$ cat config.mk
export PLATFORM = sky130hd
export DESIGN_NAME = tx_bram_loader
export DESIGN_NICKNAME = d
export VERILOG_FILES = /design/src/rtl/tx_bram_loader_pkg.sv /design/src/rtl/tx_start_watchdog.sv /design/src/rtl/tx_bram_loader.sv
export SDC_FILE = /design/constraint.sdc
export NUM_CORES = 1
export LEC_CHECK = 0
export ABC_AREA = 1
export BUFFER_PORTS_ARGS = -buffer_cell sky130_fd_sc_hd__buf_2
export CORE_MARGIN = 1.5
export CORE_UTILIZATION = 53
export DETAILED_ROUTE_END_ITERATION = 16
export MAX_ROUTING_LAYER = met4
export PLACE_DENSITY = 0.85
export SYNTH_ARGS = -nofsm -noshare
export SYNTH_HDL_FRONTEND = slang
export SYNTH_SLANG_ARGS = --single-unit
$ cat constraint.sdc
create_clock -name clk -period 6.5 [get_ports clk]
set_clock_uncertainty 0.2 [all_clocks]
set_input_delay 0.325 -clock clk [delete_from_list [all_inputs] [get_ports clk]]
set_output_delay 0.325 -clock clk [all_outputs]
set_load 0.1 [all_outputs]
$ cat src/rtl/tx_bram_loader_pkg.sv
// Shared state encoding and helpers for the tx BRAM loader.
package tx_bram_loader_pkg;

    typedef enum logic [2:0] {
        IDLE,
        LOAD,
        DRAIN,
        START,
        WAIT_STARTED,
        WAIT_DONE
    } state_e;

    localparam int DEF_ADDR_WIDTH = 10;
    localparam int DEPTH = 1 << DEF_ADDR_WIDTH;

    function automatic int tmo_width(input int timeout);
        return (timeout < 1) ? 1 : $clog2(timeout + 1);
    endfunction

endpackage

$ cat src/rtl/tx_start_watchdog.sv
// Counts cycles spent waiting for phy_tx_started; flags when the limit is hit.
module tx_start_watchdog #(
    parameter int START_TIMEOUT = 1023
) (
    input  logic clk,
    input  logic rst,
    input  logic clear,
    input  logic en,
    output logic expired
);
    import tx_bram_loader_pkg::*;

    localparam int CW = tmo_width(START_TIMEOUT);
    localparam logic [CW-1:0] LIMIT = CW'(START_TIMEOUT);

    logic [CW-1:0] cnt_q, cnt_d;

    always_comb begin
        cnt_d = cnt_q;
        if (clear) begin
            cnt_d = '0;
        end else if (en && cnt_q != LIMIT) begin
            cnt_d = cnt_q + CW'(1);
        end
    end

    always_ff @(posedge clk) begin
        if (rst) cnt_q <= '0;
        else     cnt_q <= cnt_d;
    end

    // Fires in the cycle whose edge brings the count to the limit.
    assign expired = en && !clear && (cnt_d == LIMIT);

endmodule

$ cat src/rtl/tx_bram_loader.sv
// Writes one packet stream into the tx BRAM, then starts and tracks the PHY.
// Optional TX_BRAM_LOADER_LEN_EN adds last_len/len_valid outputs.
module tx_bram_loader #(
    parameter int DATA_WIDTH    = 64,
    parameter int ADDR_WIDTH    = 10,
    parameter int START_TIMEOUT = 1023
) (
    input  logic                  clk,
    input  logic                  rst,
    input  logic [DATA_WIDTH-1:0] s_axis_tdata,
    input  logic                  s_axis_tvalid,
    output logic                  s_axis_tready,
    input  logic                  s_axis_tlast,
    output logic                  bram_we,
    output logic [ADDR_WIDTH-1:0] bram_addr,
    output logic [DATA_WIDTH-1:0] bram_dout,
    output logic                  phy_tx_start,
    input  logic                  phy_tx_started,
    input  logic                  phy_tx_done,
    output logic                  busy,
    output logic                  overflow,
    output logic                  timeout_err,
`ifdef TX_BRAM_LOADER_LEN_EN
    output logic [ADDR_WIDTH:0]   last_len,
    output logic                  len_valid,
`endif
    input  logic                  clr_err
);
    import tx_bram_loader_pkg::*;

    localparam logic [ADDR_WIDTH-1:0] LAST_ADDR = '1;

    state_e                  state_q, state_d;
    logic [ADDR_WIDTH-1:0]   addr_q, addr_d;
    logic                    tready_q, tready_d;
    logic                    bram_we_q, bram_we_d;
    logic [ADDR_WIDTH-1:0]   bram_addr_q, bram_addr_d;
    logic [DATA_WIDTH-1:0]   bram_dout_q, bram_dout_d;
    logic                    start_q, start_d;
    logic                    busy_q, busy_d;
    logic                    overflow_q, overflow_d;
    logic                    timeout_err_q, timeout_err_d;
    logic                    hs, wd_clear, wd_en, wd_expired;

    assign hs = s_axis_tvalid & tready_q;

    tx_start_watchdog #(
        .START_TIMEOUT(START_TIMEOUT)
    ) u_watchdog (
        .clk    (clk),
        .rst    (rst),
        .clear  (wd_clear),
        .en     (wd_en),
        .expired(wd_expired)
    );

    always_comb begin
        state_d       = state_q;
        addr_d        = addr_q;
        bram_we_d     = 1'b0;
        bram_addr_d   = bram_addr_q;
        bram_dout_d   = bram_dout_q;
        start_d       = 1'b0;
        overflow_d    = overflow_q;
        timeout_err_d = timeout_err_q;
        wd_clear      = 1'b0;
        wd_en         = 1'b0;
        if (clr_err) begin
            overflow_d    = 1'b0;
            timeout_err_d = 1'b0;
        end
        unique case (state_q)
            IDLE, LOAD: begin
                if (hs) begin
                    bram_we_d   = 1'b1;
                    bram_addr_d = addr_q;
                    bram_dout_d = s_axis_tdata;
                    if (s_axis_tlast) begin
                        state_d = START;
                    end else if (addr_q == LAST_ADDR) begin
                        overflow_d = 1'b1;
                        state_d    = DRAIN;
                    end else begin
                        state_d = LOAD;
                    end
                    if (addr_q != LAST_ADDR) addr_d = addr_q + 1'b1;
                end
            end
            DRAIN: begin
                if (hs && s_axis_tlast) state_d = START;
            end
            START: begin
                start_d  = 1'b1;
                wd_clear = 1'b1;
                state_d  = WAIT_STARTED;
            end
            WAIT_STARTED: begin
                wd_en = 1'b1;
                if (phy_tx_started) begin
                    state_d = phy_tx_done ? IDLE : WAIT_DONE;
                end else if (wd_expired) begin
                    timeout_err_d = 1'b1;
                    state_d       = IDLE;
                end
            end
            WAIT_DONE: begin
                if (phy_tx_done) state_d = IDLE;
            end
            default: state_d = IDLE;
        endcase
        // Every packet, finished or timed out, restarts at word 0.
        if (state_d == IDLE) addr_d = '0;
        tready_d = (state_d == IDLE) || (state_d == LOAD) ||
                   (state_d == DRAIN);
        busy_d   = (state_d != IDLE);
    end

    always_ff @(posedge clk) begin
        if (rst) begin
            state_q       <= IDLE;
            addr_q        <= '0;
            tready_q      <= 1'b0;
            bram_we_q     <= 1'b0;
            bram_addr_q   <= '0;
            bram_dout_q   <= '0;
            start_q       <= 1'b0;
            busy_q        <= 1'b0;
            overflow_q    <= 1'b0;
            timeout_err_q <= 1'b0;
        end else begin
            state_q       <= state_d;
            addr_q        <= addr_d;
            tready_q      <= tready_d;
            bram_we_q     <= bram_we_d;
            bram_addr_q   <= bram_addr_d;
            bram_dout_q   <= bram_dout_d;
            start_q       <= start_d;
            busy_q        <= busy_d;
            overflow_q    <= overflow_d;
            timeout_err_q <= timeout_err_d;
        end
    end

    assign s_axis_tready = tready_q;
    assign bram_we       = bram_we_q;
    assign bram_addr     = bram_addr_q;
    assign bram_dout     = bram_dout_q;
    assign phy_tx_start  = start_q;
    assign busy          = busy_q;
    assign overflow      = overflow_q;
    assign timeout_err   = timeout_err_q;

`ifdef TX_BRAM_LOADER_LEN_EN
    logic [ADDR_WIDTH:0] wr_cnt_q, wr_cnt_d;
    logic [ADDR_WIDTH:0] last_len_q, last_len_d;
    logic                len_valid_q;

    always_comb begin
        wr_cnt_d   = wr_cnt_q;
        last_len_d = last_len_q;
        if (bram_we_d) wr_cnt_d = wr_cnt_q + 1'b1;
        if (state_q == START) last_len_d = wr_cnt_q;
        if (state_d == IDLE) wr_cnt_d = '0;
    end

    always_ff @(posedge clk) begin
        if (rst) begin
            wr_cnt_q    <= '0;
            last_len_q  <= '0;
            len_valid_q <= 1'b0;
        end else begin
            wr_cnt_q    <= wr_cnt_d;
            last_len_q  <= last_len_d;
            len_valid_q <= start_d;
        end
    end

    assign last_len  = last_len_q;
    assign len_valid = len_valid_q;
`endif

endmodule

==> results.md <==
* Status: complete, no violations
* Critical-path maximum fanout at 85
* Crit end category: flop
* FF-to-FF Start: state_q[2]
* Reg2Reg Depth at 11
* Final HPWL DP at 6.53 mm
* RSZ-0062 raised after global routing: false
* Fin crit period at 2.61 ns
* Final Max Tran Viols at 0
* Vias per cell at 4.97
* Clk_lat worst skew at 0.35 ns
* CP max stage cell: buf_4
* Leak at 2.70 nW
* Vias in the first global route at 3791
* Post-synthesis cell count at 547
* Count of cell types in the netlist at 28
* Setup TNS at 0 ns
* Largest net degree at the start of global routing at 86
* Post-synth EDFFs at 0
* Fin crit share at 40.1%
* WL final at 10.8 mm
* CP startpoint kind: flop
* Die W at 90.5 µm
* Cell Area, Placed at 4840 µm²
* Initial antenna violation count at 0
* Sequential-to-total area share from yosys stat at 50.8%
* Fmax at 0.384 GHz
* Peak per-stage delay on the critical path at 0.57 ns
* YS warnings at 0
* Total GRT Usage at 26.8%
* Max_cap viols at 0
* CTS root buf: clkbuf_8
* Inserted Clock Buffers at 9
* Gpl congestion at 0.906
* Fin Hold WS at 0.0134 ns
* Rows at 31
* Reg2reg end: addr_q[9]
* Worst path required time at 6.54 ns
* Design area at 5590 µm²
* Die height at 90.5 µm
* Initial drt markers at 259
* Io pins at 151
* Antenna diode count at 0
* Clk slew on worst S/H paths at 0.09 ns
* Residual DRC at 0
* Pre-CTS WS at 3.90 ns
* Area Growth Syn to Fin at 37.7%
* Fin. Hold Viols at 0
* # resized after CTS at 0
* Final ANT Viol Nets at 0
* Drt first pass iters at 5
* Total setup buffers inserted after CTS at 0
* Global-route wire length before repair at 17.6 mm
* WS Path Type: reg2reg
* Hold-critical path depth at 3
* Per-cell routed wire length at 12.8 µm
* Placeable Area at 7330 µm²
* Power per cell area at 285 nW/µm²
* Routed vias at 4167
* Mapped Nets at 620
* Worst-margin pin slew at 0.713 ns
* PortBufs at 150
* Clock sink total at 103
* Worst Setup SP: state_q[2]
* Maximum clock insertion buffer count at 2
* Main synth FF type: dfxtp_1
* Grt total ovfl at 0
* HP Class: in2reg
* H-tree Lvls at 3
* Relative slew slack at 52.5%
* DIE AREA at 8190 µm²
* Share of layout cells above drive strength 1 at 26.5%
* Post-synth ARST share at 0%
* Nets at 808
* Crit path DAT at 2.65 ns
* R2R Setup Slk at 3.89 ns
* # setup viols final at 0
* Critical Path Sink: addr_q[9]
* CTS tree: built
* Initial Util at 55.3%
* Post-route setup slack at 3.89 ns
* Critical path, cell by cell: nor2_1 -> inv_1 -> nor2_4 -> buf_4 -> inv_2 -> nor3_2 -> nand3_1 -> nor3_1 -> nand3_1 -> xor2_1 -> nor2_1
* Avg Synthesized Cell Area at 7.42 µm²
* Synth Register Bits at 103
* VDD IR max at 208 µV
* Post-Syn Area at 4060 µm²
-- sequential cells by signal, indices dropped and copies added, names as in the netlist, 3 cells and up --
signal and cells:
addr_q 10, u_watchdog.cnt_q 10, state_q 3, bram_dout 64, bram_addr 10
-- synth_stat cells, drive strengths merged, types with 3 or more instances --
library cell,n,area share [%]
nor2,179,17
dfxtp,103,51
o21ai,73,9.0
nand2,52,5.0
inv,38,3.5
nand3,26,3.6
clkbuf,23,2.1
nor3,15,2.1
a21oi,13,1.6
buf,5,0.86
xor2,5,1.1
a211oi,3,0.56
xnor2,3,0.65
-- cell type report --
class	count	area, µm²
Tap cell	99	124
Fill cell	527	1750
Timing Repair Buffer	205	1290
Clock inverter	3	46.3
Sequential cell	103	2060
Inverter	40	150
Multi-Input combinational cell	376	1730
Clock buffer	13	179
-- where the power goes --
part	internal (mW)	switching, mW	leakage (nW)
clock	0.222	0.209	0.112
combinational	0.0874	0.381	1.74
sequential	0.672	0.0205	0.844
total	0.981	0.610	2.70
-- worst min path at each step --
stage / slack (ns) / start / end
floorplan: 0.21 / rst / bram_we
global placement: 0.25 / bram_addr[3] / bram_addr[3]
detailed placement: 0.26 / overflow / overflow
CTS: 0.0003 / s_axis_tdata[9] / bram_dout[9]
global route: 0.003 / s_axis_tdata[50] / bram_dout[50]
finish: 0.01 / s_axis_tdata[17] / bram_dout[17]
-- per-layer routing --
layer	routed length, µm	GRT usage [%]
met1	4530	32.1
met2	5330	45.2
met3	740	6.31
met4	180	7.14
met5	0	-
-- per-stage QoR --
| step | instances | power [mW] | util [%] |
|---|---|---|---|
| 6_report | 839 | 1.59 | 76.2 |
| 4_1_cts | 839 | 1.60 | 76.2 |
| 2_1_floorplan | 547 | 1.07 | - |
| 5_1_grt | 839 | 1.65 | 76.2 |
| 3_3_place_gp | 771 | 1.14 | 66.0 |
| 3_5_place_dp | 771 | 1.15 | 66.0 |
-- logic make-up (layout without fill, tap and decap cells) --
group	after synthesis	in the layout	share of synthesized area, %
AO/OA/AOI/OAI	92	92	11.7
XOR/XNOR	8	8	1.73
adder cells (fa/ha/maj)	2	2	0.617
buffers and inverters	68	261	6.69
flip-flops	103	103	50.8
AND/OR/NAND/NOR	274	274	28.5
-- worst max-delay path: cells and delay by family, from the launching register on --
family	cells	cell delay [ns]
simple gates	7	0.98
buf+inv	3	0.74
flops	1	0.36
xor+xnor	1	0.18
-- cells in the final DEF, fill, tap and decap left out, drive strengths merged, types with 3 or more instances in the layout --
cell	count
nand3	26
xor2	5
inv	39
dlygate4sd3	52
nor3	15
clkbuf	13
nor2	179
xnor2	3
a21oi	13
buf	153
dfxtp	103
nand2	52
a211oi	3
o21ai	73
-- timing repair --
| action | 4_1_cts | 5_1_grt |
|---|---|---|
| hold buffers | 52 | 0 |
| setup endpoints to repair | 0 | 0 |
| endpoints found under the hold margin | 52 | 0 |
Power figures use the tool's default switching activity.
